[src/rtl/mips_run_ctrl_pkg.sv]
// mips_run_ctrl shared types.
// Run modes, FSM states and a sizing helper.
package mips_run_ctrl_pkg;

  localparam logic [1:0] MODE_FREE  = 2'b00;
  localparam logic [1:0] MODE_STEP  = 2'b01;
  localparam logic [1:0] MODE_BURST = 2'b10;
  localparam logic [1:0] MODE_HOLD  = 2'b11;

  typedef enum logic [2:0] {
    ST_RST,
    ST_IDLE,
    ST_RUN,
    ST_STEP,
    ST_BURST,
    ST_STOP
  } state_t;

  function automatic int max_int(int a, int b);
    return (a > b) ? a : b;
  endfunction

endpackage

[src/rtl/run_down_counter.sv]
// Loadable down-counter shared by reset sequencing
// and burst length tracking.
module run_down_counter #(
  parameter int W = 16
) (
  input  logic         clk,
  input  logic         load,
  input  logic [W-1:0] load_val,
  input  logic         dec,
  output logic [W-1:0] count,
  output logic         is_zero,
  output logic         is_one
);

  // load has priority over decrement
  always_ff @(posedge clk) begin
    if (load) begin
      count <= load_val;
    end else if (dec) begin
      count <= count - 1'b1;
    end
  end

  assign is_zero = (count == '0);
  assign is_one  = (count == W'(1));

endmodule

[src/rtl/mips_run_ctrl.sv]
// Run controller for the mips core: reset sequencing,
// run modes, cycle counting, halt capture, watchdog.
module mips_run_ctrl
  import mips_run_ctrl_pkg::*;
#(
  parameter int RESET_CYCLES = 4,
  parameter int CNT_W        = 32,
  parameter int BURST_W      = 16,
  parameter int TIMEOUT      = 100000
) (
  input  logic               clk,
  input  logic               reset,
  input  logic [1:0]         mode,
  input  logic               go,
  input  logic [BURST_W-1:0] burst_len,
  input  logic               halt,
  output logic               cpu_reset,
  output logic               cpu_en,
  output logic [CNT_W-1:0]   cycle_count,
  output logic               step_done,
  output logic               halted,
  output logic               timed_out
);

  localparam int DW =
    max_int(BURST_W, $clog2(RESET_CYCLES));

  state_t          state;
  logic            cnt_load;
  logic            cnt_dec;
  logic [DW-1:0]   cnt_val;
  logic [DW-1:0]   cnt;
  logic            cnt_zero;
  logic            cnt_one;
  logic [CNT_W-1:0] cnt_inc;
  logic [CNT_W-1:0] cnt_nxt;
  logic            wd_hit;
  logic            fin;

  run_down_counter #(
    .W(DW)
  ) u_cnt (
    .clk      (clk),
    .load     (cnt_load),
    .load_val (cnt_val),
    .dec      (cnt_dec),
    .count    (cnt),
    .is_zero  (cnt_zero),
    .is_one   (cnt_one)
  );

  // cycle counter lookahead, watchdog and completion
  always_comb begin
    cnt_inc = (cycle_count == '1) ?
              cycle_count : cycle_count + 1'b1;
    cnt_nxt = cpu_en ? cnt_inc : cycle_count;
    wd_hit  = (TIMEOUT != 0) &&
              (cnt_nxt == CNT_W'(TIMEOUT));
    fin     = cpu_en &&
              ((state == ST_STEP) ||
               ((state == ST_BURST) && cnt_one));
  end

  // down-counter: reset length or burst length
  always_comb begin
    cnt_load = 1'b0;
    cnt_dec  = 1'b0;
    cnt_val  = DW'(burst_len);
    if (reset) begin
      cnt_load = 1'b1;
      cnt_val  = DW'(RESET_CYCLES - 1);
    end else if (state == ST_IDLE && go &&
                 mode == MODE_BURST) begin
      cnt_load = 1'b1;
    end else if (state == ST_RST) begin
      cnt_dec = !cnt_zero;
    end else if (state == ST_BURST) begin
      cnt_dec = cpu_en && !cnt_one;
    end
  end

  // run FSM with registered core controls and flags
  always_ff @(posedge clk) begin
    if (reset) begin
      state       <= ST_RST;
      cpu_reset   <= 1'b1;
      cpu_en      <= 1'b0;
      cycle_count <= '0;
      step_done   <= 1'b0;
      halted      <= 1'b0;
      timed_out   <= 1'b0;
    end else begin
      step_done <= 1'b0;
      if (cpu_en) begin
        cycle_count <= cnt_inc;
      end
      unique case (state)
        ST_RST: begin
          if (cnt_zero) begin
            state     <= ST_IDLE;
            cpu_reset <= 1'b0;
          end
        end
        ST_STOP: begin
          cpu_en    <= 1'b0;
          cpu_reset <= 1'b0;
        end
        ST_IDLE, ST_RUN, ST_STEP, ST_BURST: begin
          if (halt) begin
            state  <= ST_STOP;
            cpu_en <= 1'b0;
            halted <= 1'b1;
          end else if (wd_hit) begin
            state     <= ST_STOP;
            cpu_en    <= 1'b0;
            timed_out <= 1'b1;
          end else if (fin) begin
            state     <= ST_IDLE;
            cpu_en    <= 1'b0;
            step_done <= 1'b1;
          end else if (state == ST_IDLE) begin
            cpu_en <= 1'b0;
            if (go) begin
              unique case (mode)
                MODE_FREE:  state <= ST_RUN;
                MODE_STEP:  state <= ST_STEP;
                MODE_BURST: begin
                  if (burst_len != '0) begin
                    state <= ST_BURST;
                  end else begin
                    step_done <= 1'b1;
                  end
                end
                MODE_HOLD:  state <= ST_IDLE;
              endcase
            end
          end else if (state == ST_RUN &&
                       mode == MODE_HOLD) begin
            state  <= ST_IDLE;
            cpu_en <= 1'b0;
          end else begin
            cpu_en <= 1'b1;
          end
        end
        default: begin
          state  <= ST_STOP;
          cpu_en <= 1'b0;
        end
      endcase
    end
  end

endmodule

[config.mk]
export PLATFORM = sky130hd
export DESIGN_NAME = mips_run_ctrl
export DESIGN_NICKNAME = d
export VERILOG_FILES = /design/src/rtl/mips_run_ctrl_pkg.sv /design/src/rtl/run_down_counter.sv /design/src/rtl/mips_run_ctrl.sv
export SDC_FILE = /design/constraint.sdc
export NUM_CORES = 1
export LEC_CHECK = 0
export CAP_MARGIN = 30
export CORE_MARGIN = 1
export CORE_UTILIZATION = 53
export DETAILED_ROUTE_END_ITERATION = 6
export PLACE_DENSITY = 0.8
export SKIP_CTS_REPAIR_TIMING = 1
export SKIP_LAST_GASP = 1
export SLEW_MARGIN = 5
export SYNTH_ARGS = -nofsm -noshare
export SYNTH_HDL_FRONTEND = slang
export SYNTH_SLANG_ARGS = --single-unit
[constraint.sdc]
create_clock -name clk -period 4.2 [get_ports clk]
set_clock_uncertainty 0.15 [all_clocks]
set_input_delay 0.42 -clock clk [delete_from_list [all_inputs] [get_ports clk]]
set_output_delay 0.42 -clock clk [all_outputs]
set_load 0.005 [all_outputs]
; ---- After elaboration in Yosys (flattened, before gate mapping)
; Cells that the tools add are included.
[op_classes]
n_bitwise = 3
eq_ne = 15
n_mux = 34
reduce_logical = 21
add_sub_neg = 2
[ops]
columns = op, n
row1 = 32-bit 2-to-1 mux, 2
row2 = 16-bit 2-to-1 mux, 3
row3 = "32-bit by 1-bit adder with 32-bit output, second input constant", 1
row4 = "32-bit by 17-bit == test with 1-bit output, second input constant", 1
row5 = "32-bit == test, second input constant", 1
row6 = 3-bit 2-to-1 mux, 8
row7 = 1-bit 2-to-1 mux, 17
row8 = "16-bit by 1-bit == test with 1-bit output, second input constant", 1
row9 = 16-bit zero test, 1
row10 = 16-bit nonzero test, 1
row11 = "16-bit by 1-bit subtractor with 16-bit output, second input constant", 1
row12 = "6-bit != test, second input constant", 2
row13 = 3-bit case mux with 4 select lines, 1
row14 = 3-bit case mux with 3 select lines, 1
row15 = 4-bit OR reduction, 2
row16 = "7-bit != test, second input constant", 1
row17 = "3-bit by 2-bit == test with 1-bit output, second input constant", 2
row18 = "3-bit == test, second input constant", 2
row19 = 1-bit logical AND, 6
row20 = 5-bit AND reduction, 1
row21 = "2-bit == test, second input constant", 2
row22 = 1-bit case mux with 2 select lines, 2
row23 = 2-bit AND reduction, 2
row24 = 2-bit nonzero test, 2
row25 = other kinds (9), 12
[totals]
out_inout_bits = 37
wordCells = 83
regBits = 56
input_bits = 22

; ---- Longest topological paths before layout
; Gate-level depths: netlist of run 1.
[logic_depth]
word_depth = 9
depth_mapped = 11
depth_no_buf = 9

; ---- Modules after synthesis
; From an unflattened synthesis of run 1, not the netlist that was laid out.
[hier_totals]
hier_cells = 431
hier_area_um2 = 3632.2
[by_module_without_submodules]
columns = mod, area_each_um2, instances, seq_area_each_um2, cells_each
row1 = mips_run_ctrl, 2652.5, 1, 800.8, 337
row2 = run_down_counter, 979.7, 1, 480.5, 94

; ---- Worst setup path after synthesis of run 1
; OpenSTA, ideal clock, no wires.
[synth_timing]
path_type = reg-to-reg
from = register u_cnt.count[6]
to = register u_cnt.count[0] (enable)
setup_time_ps = 422
t_arrival_ps = 2508
slack_ps = 1120
t_required_ps = 3628
stages_incl_launch_ff = 7
path_buffers = 0
cell_sequence = edfxtp_1 -> or4_1 -> or4b_2 -> nor2_1 -> nand2_1 -> a21oi_1 -> o211ai_1
[synth_between]
elab_chain_cells = 8
elab_cells_between_ends = 10
classes_between = 1 x eq/ne / 4 x mux / 5 x reduce/logical
[synth_rtl]
columns = element, line
row1 = "start, declared", run_down_counter.sv:10  ; output logic [W-1:0] count,
row2 = "start signal, assigned", run_down_counter.sv:18  ; count <= load_val;
row3 = "start signal, assigned", run_down_counter.sv:20  ; count <= count - 1'b1;
row4 = 16-bit by 1-bit == test with 1-bit output, run_down_counter.sv:25  ; assign is_one = (count == W'(1));
row5 = 1-bit zero test, mips_run_ctrl.sv:78  ; cnt_dec = cpu_en && !cnt_one;
row6 = 1-bit logical AND, mips_run_ctrl.sv:78
row7 = 1-bit 2-to-1 mux, mips_run_ctrl.sv:77  ; end else if (state == ST_BURST) begin
row8 = 1-bit 2-to-1 mux (*), mips_run_ctrl.sv:75  ; end else if (state == ST_RST) begin
row9 = 1-bit 2-to-1 mux (*), mips_run_ctrl.sv:72  ; end else if (state == ST_IDLE && go &&
row10 = 1-bit 2-to-1 mux (*), mips_run_ctrl.sv:69  ; if (reset) begin
row11 = 2-bit nonzero test (no source line) (*), --
; Mark *: on every way between the ends. The rest lies on a longest branch, timed or not.
; A chain may end at the register's enable or synchronous reset.

; ---- Worst setup path in the final report of run 1
[layout_timing]
from = register cycle_count[12]
to = register timed_out
[layout_between]
elab_chain_cells = 5
elab_cells_between_ends = 6
classes_between = 1 x add/sub / 2 x eq/ne / 2 x mux / 1 x reduce/logical
[layout_rtl]
columns = element, line
row1 = "start, declared", mips_run_ctrl.sv:19  ; output logic [CNT_W-1:0] cycle_count,
row2 = "start signal, assigned", mips_run_ctrl.sv:95  ; cycle_count <= cnt_inc;
row3 = 32-bit by 1-bit adder with 32-bit output or 32-bit == test (tied branches), "mips_run_ctrl.sv:55, mips_run_ctrl.sv:54"
row4 = 32-bit 2-to-1 mux, mips_run_ctrl.sv:54  ; cnt_inc = (cycle_count == '1) ?
row5 = 32-bit 2-to-1 mux (*), --
row6 = 32-bit by 17-bit == test with 1-bit output (*), mips_run_ctrl.sv:58  ; (cnt_nxt == CNT_W'(TIMEOUT));
row7 = 3-bit AND reduction (no source line) (*), --
row8 = "end signal, assigned", mips_run_ctrl.sv:91  ; timed_out <= 1'b0;
row9 = "end signal, assigned", mips_run_ctrl.sv:116  ; timed_out <= 1'b1;
row10 = "end, declared", mips_run_ctrl.sv:22  ; output logic timed_out
; Marked as above.

==> reports/qor.txt, run 1 <==
CP required: 4320 ps
GR Layer Usage met1: 33.6%
RSZ-0062 raised after global routing: false
Sequential Power Share: 49.6%
Final Hold Viols: 0
Worst-Skew Late Latency: 320 ps
Gate Count Post-Synth: 409
Pins Over Slew Limit: 0
Startpoint type of the worst setup path: register
First-pass GRT wire length: 13.8 mm
DR vias/cell: 6.07
#FFs+latches synth: 56
Cells along the critical path: nand3_2, or4_1, o31a_1, nand4_1, mux2i_1, nand4_1, nor4_4, a32o_1
Standard-cell rows: 28
Max VDD drop: 239 uV
FFs w/ async S/R, synth: 0%
Final worst path period share: 80.5%
Global routing's busiest layer: met2
Die Area: 0.00680 mm^2
Ys flop type: dfxtp_1
Clk root buf: clkbuf_8
Placed inst area: 0.00401 mm^2
Synth Cell Area: 0.00343 mm^2
Synthesis-to-finish area growth: 20.1%
Power share of the combinational group: 24.9%
IO Count: 59
Max-slew headroom: 49.9%
Utilization after layout: 67.6%
Die Ht: 82.5 um
Yosys warnings: 0
Layout cells sized above 1: 5.54%
Post-synth EDFFs: 16
Antenna-violating nets left: 0
CTS tree: yes
Gpl congestion: 0.922
N_diodes: 0
HP Class: reg2reg
WL per Instance: 16.3 um
Clock Path Buffers: 2
TritonCTS Buffers: 5
Worst EP arrival: 3500 ps
Critical path fanouts, max: 11
DRT Pass-1 Iters: 7
Die width: 82.5 um
Clk pin slew, worst setup/hold paths: 110 ps
Vias in the first global route: 2,922
Initial cell density of the core: 56.3%
Layout Nets: 475
Slowest stage delay, CP: 670 ps
Fin area: 0.00412 mm^2
DR vias: 3,192
Final count of negative-setup-slack endpoints: 0
Most frequent CP cell: nand4_1
Net Sw Frac: 32.1%
Leak: 1.46 nW
Placed cell count: 518
Setup TNS: 0 ps
Switching pwr: 0.464 mW
Crit path time final: 3380 ps
DR DRC count: 0
Status: finished, final reports clean
GRT Total Usage: 26.8%
Yosys cell types: 61
M3 GR Usage: 4.73%
DRT iter0 DRCs: 221
Slowest-stage cell, CP: or4_1
Fmax: 0.296 GHz
Final non-filler cell total: 526
Setup Crit Path Kind: reg2reg
Critical Path Sink Type: register
P per Cell Area: 351 mW/mm^2
Number of port buffers: 58
Clock power frac: 25.5%
Seq/Total Area, Yosys: 37.3%
Initial antenna violation count: 0
Grt total ovfl: 0
CTS Sinks: 56
MaxCap Viol Count: 0
Largest net degree at the start of global routing: 35
Routed WL: 8.57 mm
Std-Cell Core Area: 0.00610 mm^2
Post-Syn Nets: 434
Pint: 0.983 mW
Average cell area after synthesis: 8.39 um^2
GR Util met2: 44.5%
Slew @ Worst Pin: 749 ps
Detailed placement HPWL: 6.30 mm
CTS HTree Levels: 2
metal layers:
metal	vias up	part of all wire (%)
li1	1547	-
met1	1492	43
met2	126	48
met3	27	5.7
met4	0	3.0
met5	-	0
synthesized netlist by cell type (9+ instances only):
library cell / instances / area share [%]
nor2_1: 66 / 7.2
dfxtp_1: 40 / 23
nand2_1: 35 / 3.8
xor2_1: 25 / 6.4
xnor2_1: 21 / 5.4
nand3_1: 19 / 2.8
nand4_1: 18 / 3.3
clkbuf_1: 17 / 1.9
edfxtp_1: 16 / 14
a211oi_1: 14 / 3.1
nor3_1: 13 / 1.9
nor4_1: 9 / 1.6
worst max-delay path, delay by kind of cell (launching register included):
family           cells  cell delay, ps
AND/OR/NAND/NOR      5            1700
AO/OA/AOI/OAI        2             700
flip-flops           1             570
multiplexers         1             200
flip-flops by register name, summed over array words and instances, names as in the netlist:
signal and cells:
cpu_en 1, cpu_reset 1, cycle_count 32, halted 1
state 3, step_done 1, timed_out 1, u_cnt.count 16
power groups by stage:
stage          clock, mW  sequential (mW)  combinational [mW]
3_3_place_gp           0            0.724               0.353
3_5_place_dp           0            0.727               0.356
2_1_floorplan          0            0.700               0.268
4_1_cts            0.371            0.715               0.359
5_1_grt            0.395            0.726               0.401
6_report           0.369            0.717               0.361
final timing paths:
kind | slack, ps | from | to | cells past startpoint
worst min-delay path | 340 | cpu_reset | cpu_reset | 2
worst max register to register | 820 | cycle_count[12] | timed_out | 8
worst max-delay path | 820 | cycle_count[12] | timed_out | 8
worst min register to register | 340 | cpu_reset | cpu_reset | 2
layout by cell type (no fill, tap or decap), types with 3 or more instances in the layout:
master	Yosys	routed
nor2_1	66	66
clkdlybuf4s50_1	0	58
mux2i_1	4	4
xnor2_1	21	21
edfxtp_1	16	16
o31a_1	4	4
or2_2	4	4
dfxtp_1	40	40
nand4_1	18	18
ha_1	3	3
a211oi_1	14	14
and3_1	8	8
buf_4	0	3
nor2b_1	3	3
clkbuf_8	0	5
a21oi_1	7	7
nor4_1	9	9
inv_1	8	8
nand2_1	35	35
and4_1	5	5
and2_1	5	5
o21ai_0	8	8
nor3_1	13	13
o211ai_1	3	3
nand3_1	19	19
xor2_1	25	25
per-stage QoR:
step                      setup slack, ps  hold slack (ps)  total power, mW
after global routing                  608              348             1.52
final                                 820              335             1.45
after CTS                             835              329             1.45
after detailed placement              860              306             1.08
after floorplan                      1120              306            0.968
after global placement               1020              307             1.08
cell type report:
| type | instances | area, um^2 |
|---|---|---|
| inverter | 8 | 30.0 |
| timing repair buffer | 61 | 603 |
| tap | 75 | 93.8 |
| clock inverter | 3 | 42.5 |
| sequential | 56 | 1280 |
| fill | 521 | 1970 |
| clock buffer | 5 | 68.8 |
| multi-input combinational | 318 | 2000 |
kinds of logic (layout without fill, tap and decap cells):
group | after synthesis | after routing | synth area share (%)
buffers and inverters | 35 | 77 | 4.34
muxes | 4 | 4 | 1.17
adders and majority gates | 3 | 3 | 1.09
and+or+nand+nor | 206 | 206 | 31.5
AOI/OAI and AO/OA | 58 | 58 | 12.4
xor gates and xnor gates | 47 | 47 | 12.2
DFF | 56 | 56 | 37.3
No activity file was read; power rests on OpenSTA's default activity.
==> run 2, diff against run 1 <==
--- a/config.mk
+++ b/config.mk
@@ -7,9 +7,9 @@
 export LEC_CHECK = 0
 export CAP_MARGIN = 30
 export CORE_MARGIN = 1
-export CORE_UTILIZATION = 53
+export CORE_UTILIZATION = 48
 export DETAILED_ROUTE_END_ITERATION = 6
-export PLACE_DENSITY = 0.8
+export PLACE_DENSITY = 0.76
 export SKIP_CTS_REPAIR_TIMING = 1
 export SKIP_LAST_GASP = 1
 export SLEW_MARGIN = 5
==> constraint.sdc (replaced) <==
create_clock -name clk -period 2.8 [get_ports clk]
set_clock_uncertainty 0.15 [all_clocks]
set_input_delay 0.28 -clock clk [delete_from_list [all_inputs] [get_ports clk]]
set_output_delay 0.28 -clock clk [all_outputs]
set_load 0.005 [all_outputs]
==> reports/qor.txt, run 2 (same netlist as run 1, synthesis figures left out) <==
Worst-Skew Late Latency: 310 ps
Std-Cell Core Area: 0.00687 mm^2
Largest reg by FF count: cycle_count
Layout cells sized above 1: 19.0%
Net Sw Frac: 32.8%
HP Class: reg2reg
Crit path time final: 2800 ps
Vias in the first global route: 3,284
Fin area: 0.00466 mm^2
CP required: 2910 ps
Detailed placement HPWL: 7.33 mm
Setup Crit Path Kind: reg2reg
Status: finished, violations left
Pint: 1.44 mW
WHS Endpoint: cpu_reset
Clock power frac: 20.1%
Hold Slack: 338 ps
Final count of negative-setup-slack endpoints: 1
DR DRC count: 0
CTS HTree Levels: 2
Max reg flops: 32
Synthesis-to-finish area growth: 35.9%
Sequential Power Share: 49.6%
Number of port buffers: 58
Leak: 1.78 nW
Switching pwr: 0.704 mW
Largest net degree at the start of global routing: 43
Crit. Startpoint: cycle_count[18]
R2R Path Start: cycle_count[18]
Initial cell density of the core: 50.0%
Critical path fanouts, max: 6
Register area: 0.00129 mm^2
TritonCTS Buffers: 5
Routed WL: 9.83 mm
FILL cells: 574
N_diodes: 0
Initial antenna violation count: 0
P per Cell Area: 460 mW/mm^2
Die Ht: 86.6 um
DRT Pass-1 Iters: 4
DR vias/cell: 5.83
First-pass GRT wire length: 15.6 mm
GRT Total Usage: 26.5%
Critical Path Sink Type: register
Clk root buf: clkbuf_8
Standard-cell rows: 30
Most frequent cells in the layout: nor2_1, clkdlybuf4s50_1, buf_4
Final worst path period share: 100%
Fmax: 0.357 GHz
RSZ-0062 raised after global routing: true
Startpoint type of the worst setup path: register
Die width: 86.6 um
Failing checks: negative setup slack
Layout Nets: 529
Multi-input logic area: 0.00211 mm^2
Final Hold Viols: 0
MaxCap Viol Count: 0
Die Area: 0.00749 mm^2
Slew @ Worst Pin: 497 ps
Setup TNS: -2.08 ps
WL per Instance: 16.4 um
Pins Over Slew Limit: 0
Hold depth: 2
Max-slew headroom: 66.8%
CTS Sinks: 56
DRT iter0 DRCs: 192
DR vias: 3,502
Largest regs: cycle_count (32), u_cnt.count (16), state (3)
Setup WS post-layout: -2.08 ps
Placement Setup Slack: -86.6 ps
IO Count: 59
CTS tree: yes
Most common cell after layout, fill and taps aside: nor2_1
Post-route total power: 2.15 mW
Worst EP arrival: 2910 ps
Reg2reg end: timed_out
Clock Path Buffers: 2
Power share of the combinational group: 30.3%
Gpl congestion: 0.888
Clk pin slew, worst setup/hold paths: 100 ps
Placed inst area: 0.00449 mm^2
Max VDD drop: 518 uV
Grt total ovfl: 0
Hold path startpoint: cpu_reset
R2R cell count: 9
Antenna-violating nets left: 0
Flop2flop setup slack: -2 ps
-- run 2: cell count changes in the layout (fill, tap and decap cells not counted), moves of 2 or more --
cell	before	now
dfxtp_2	0	7
buf_12	0	2
or4_1	2	0
dfxtp_1	40	33
or4_4	1	3
buf_4	3	55
-- run 2: how the worst max path moves through the flow --
stage,endpoint
5_1_grt,timed_out
3_3_place_gp,timed_out
3_5_place_dp,timed_out
2_1_floorplan,u_cnt.count[0]
4_1_cts,timed_out
6_report,timed_out
-- run 2: power by group through the flow --
stage          registers [mW]  logic (mW)  clock network, mW
6_report                 1.07       0.651              0.432
5_1_grt                  1.08       0.715              0.465
4_1_cts                  1.06       0.629              0.439
3_3_place_gp             1.08       0.611                  0
3_5_place_dp             1.08       0.625                  0
2_1_floorplan            1.05       0.428                  0
-- run 2: cell type report --
class / instances / share of cell area (%)
repair buffers: 115 / 22.2
well taps: 96 / 2.58
clock buffers: 6 / 1.56
inverters: 8 / 0.644
clock inverters: 2 / 0.188
multi-input cells: 318 / 45.2
flip-flops and latches: 56 / 27.7
-- run 2: layer usage --
metal | global-route usage (%) | vias to the layer above | routed length, um
met5 | 0 | - | 0
met2 | 45.5 | 117 | 4980
li1 | - | 1660 | -
met1 | 32.5 | 1688 | 4030
met4 | 13.5 | 0 | 396
met3 | 3.81 | 37 | 424
-- run 2: critical path: stages, from the launching register on --
cell and delay, ps:
dfxtp_2 360, nand4_4 110, or4_4 590, o211a_1 340, a211oi_2 280, a41o_1 150, nand4_1 140, nor4_4 290
buf_4 180, a32o_1 150
-- run 2: through the flow --
step	instances	utilization (%)
after floorplan	409	-
after global placement	588	65.3
after detailed placement	588	65.3
after CTS	596	66.5
after global routing	601	67.9
final	601	67.9
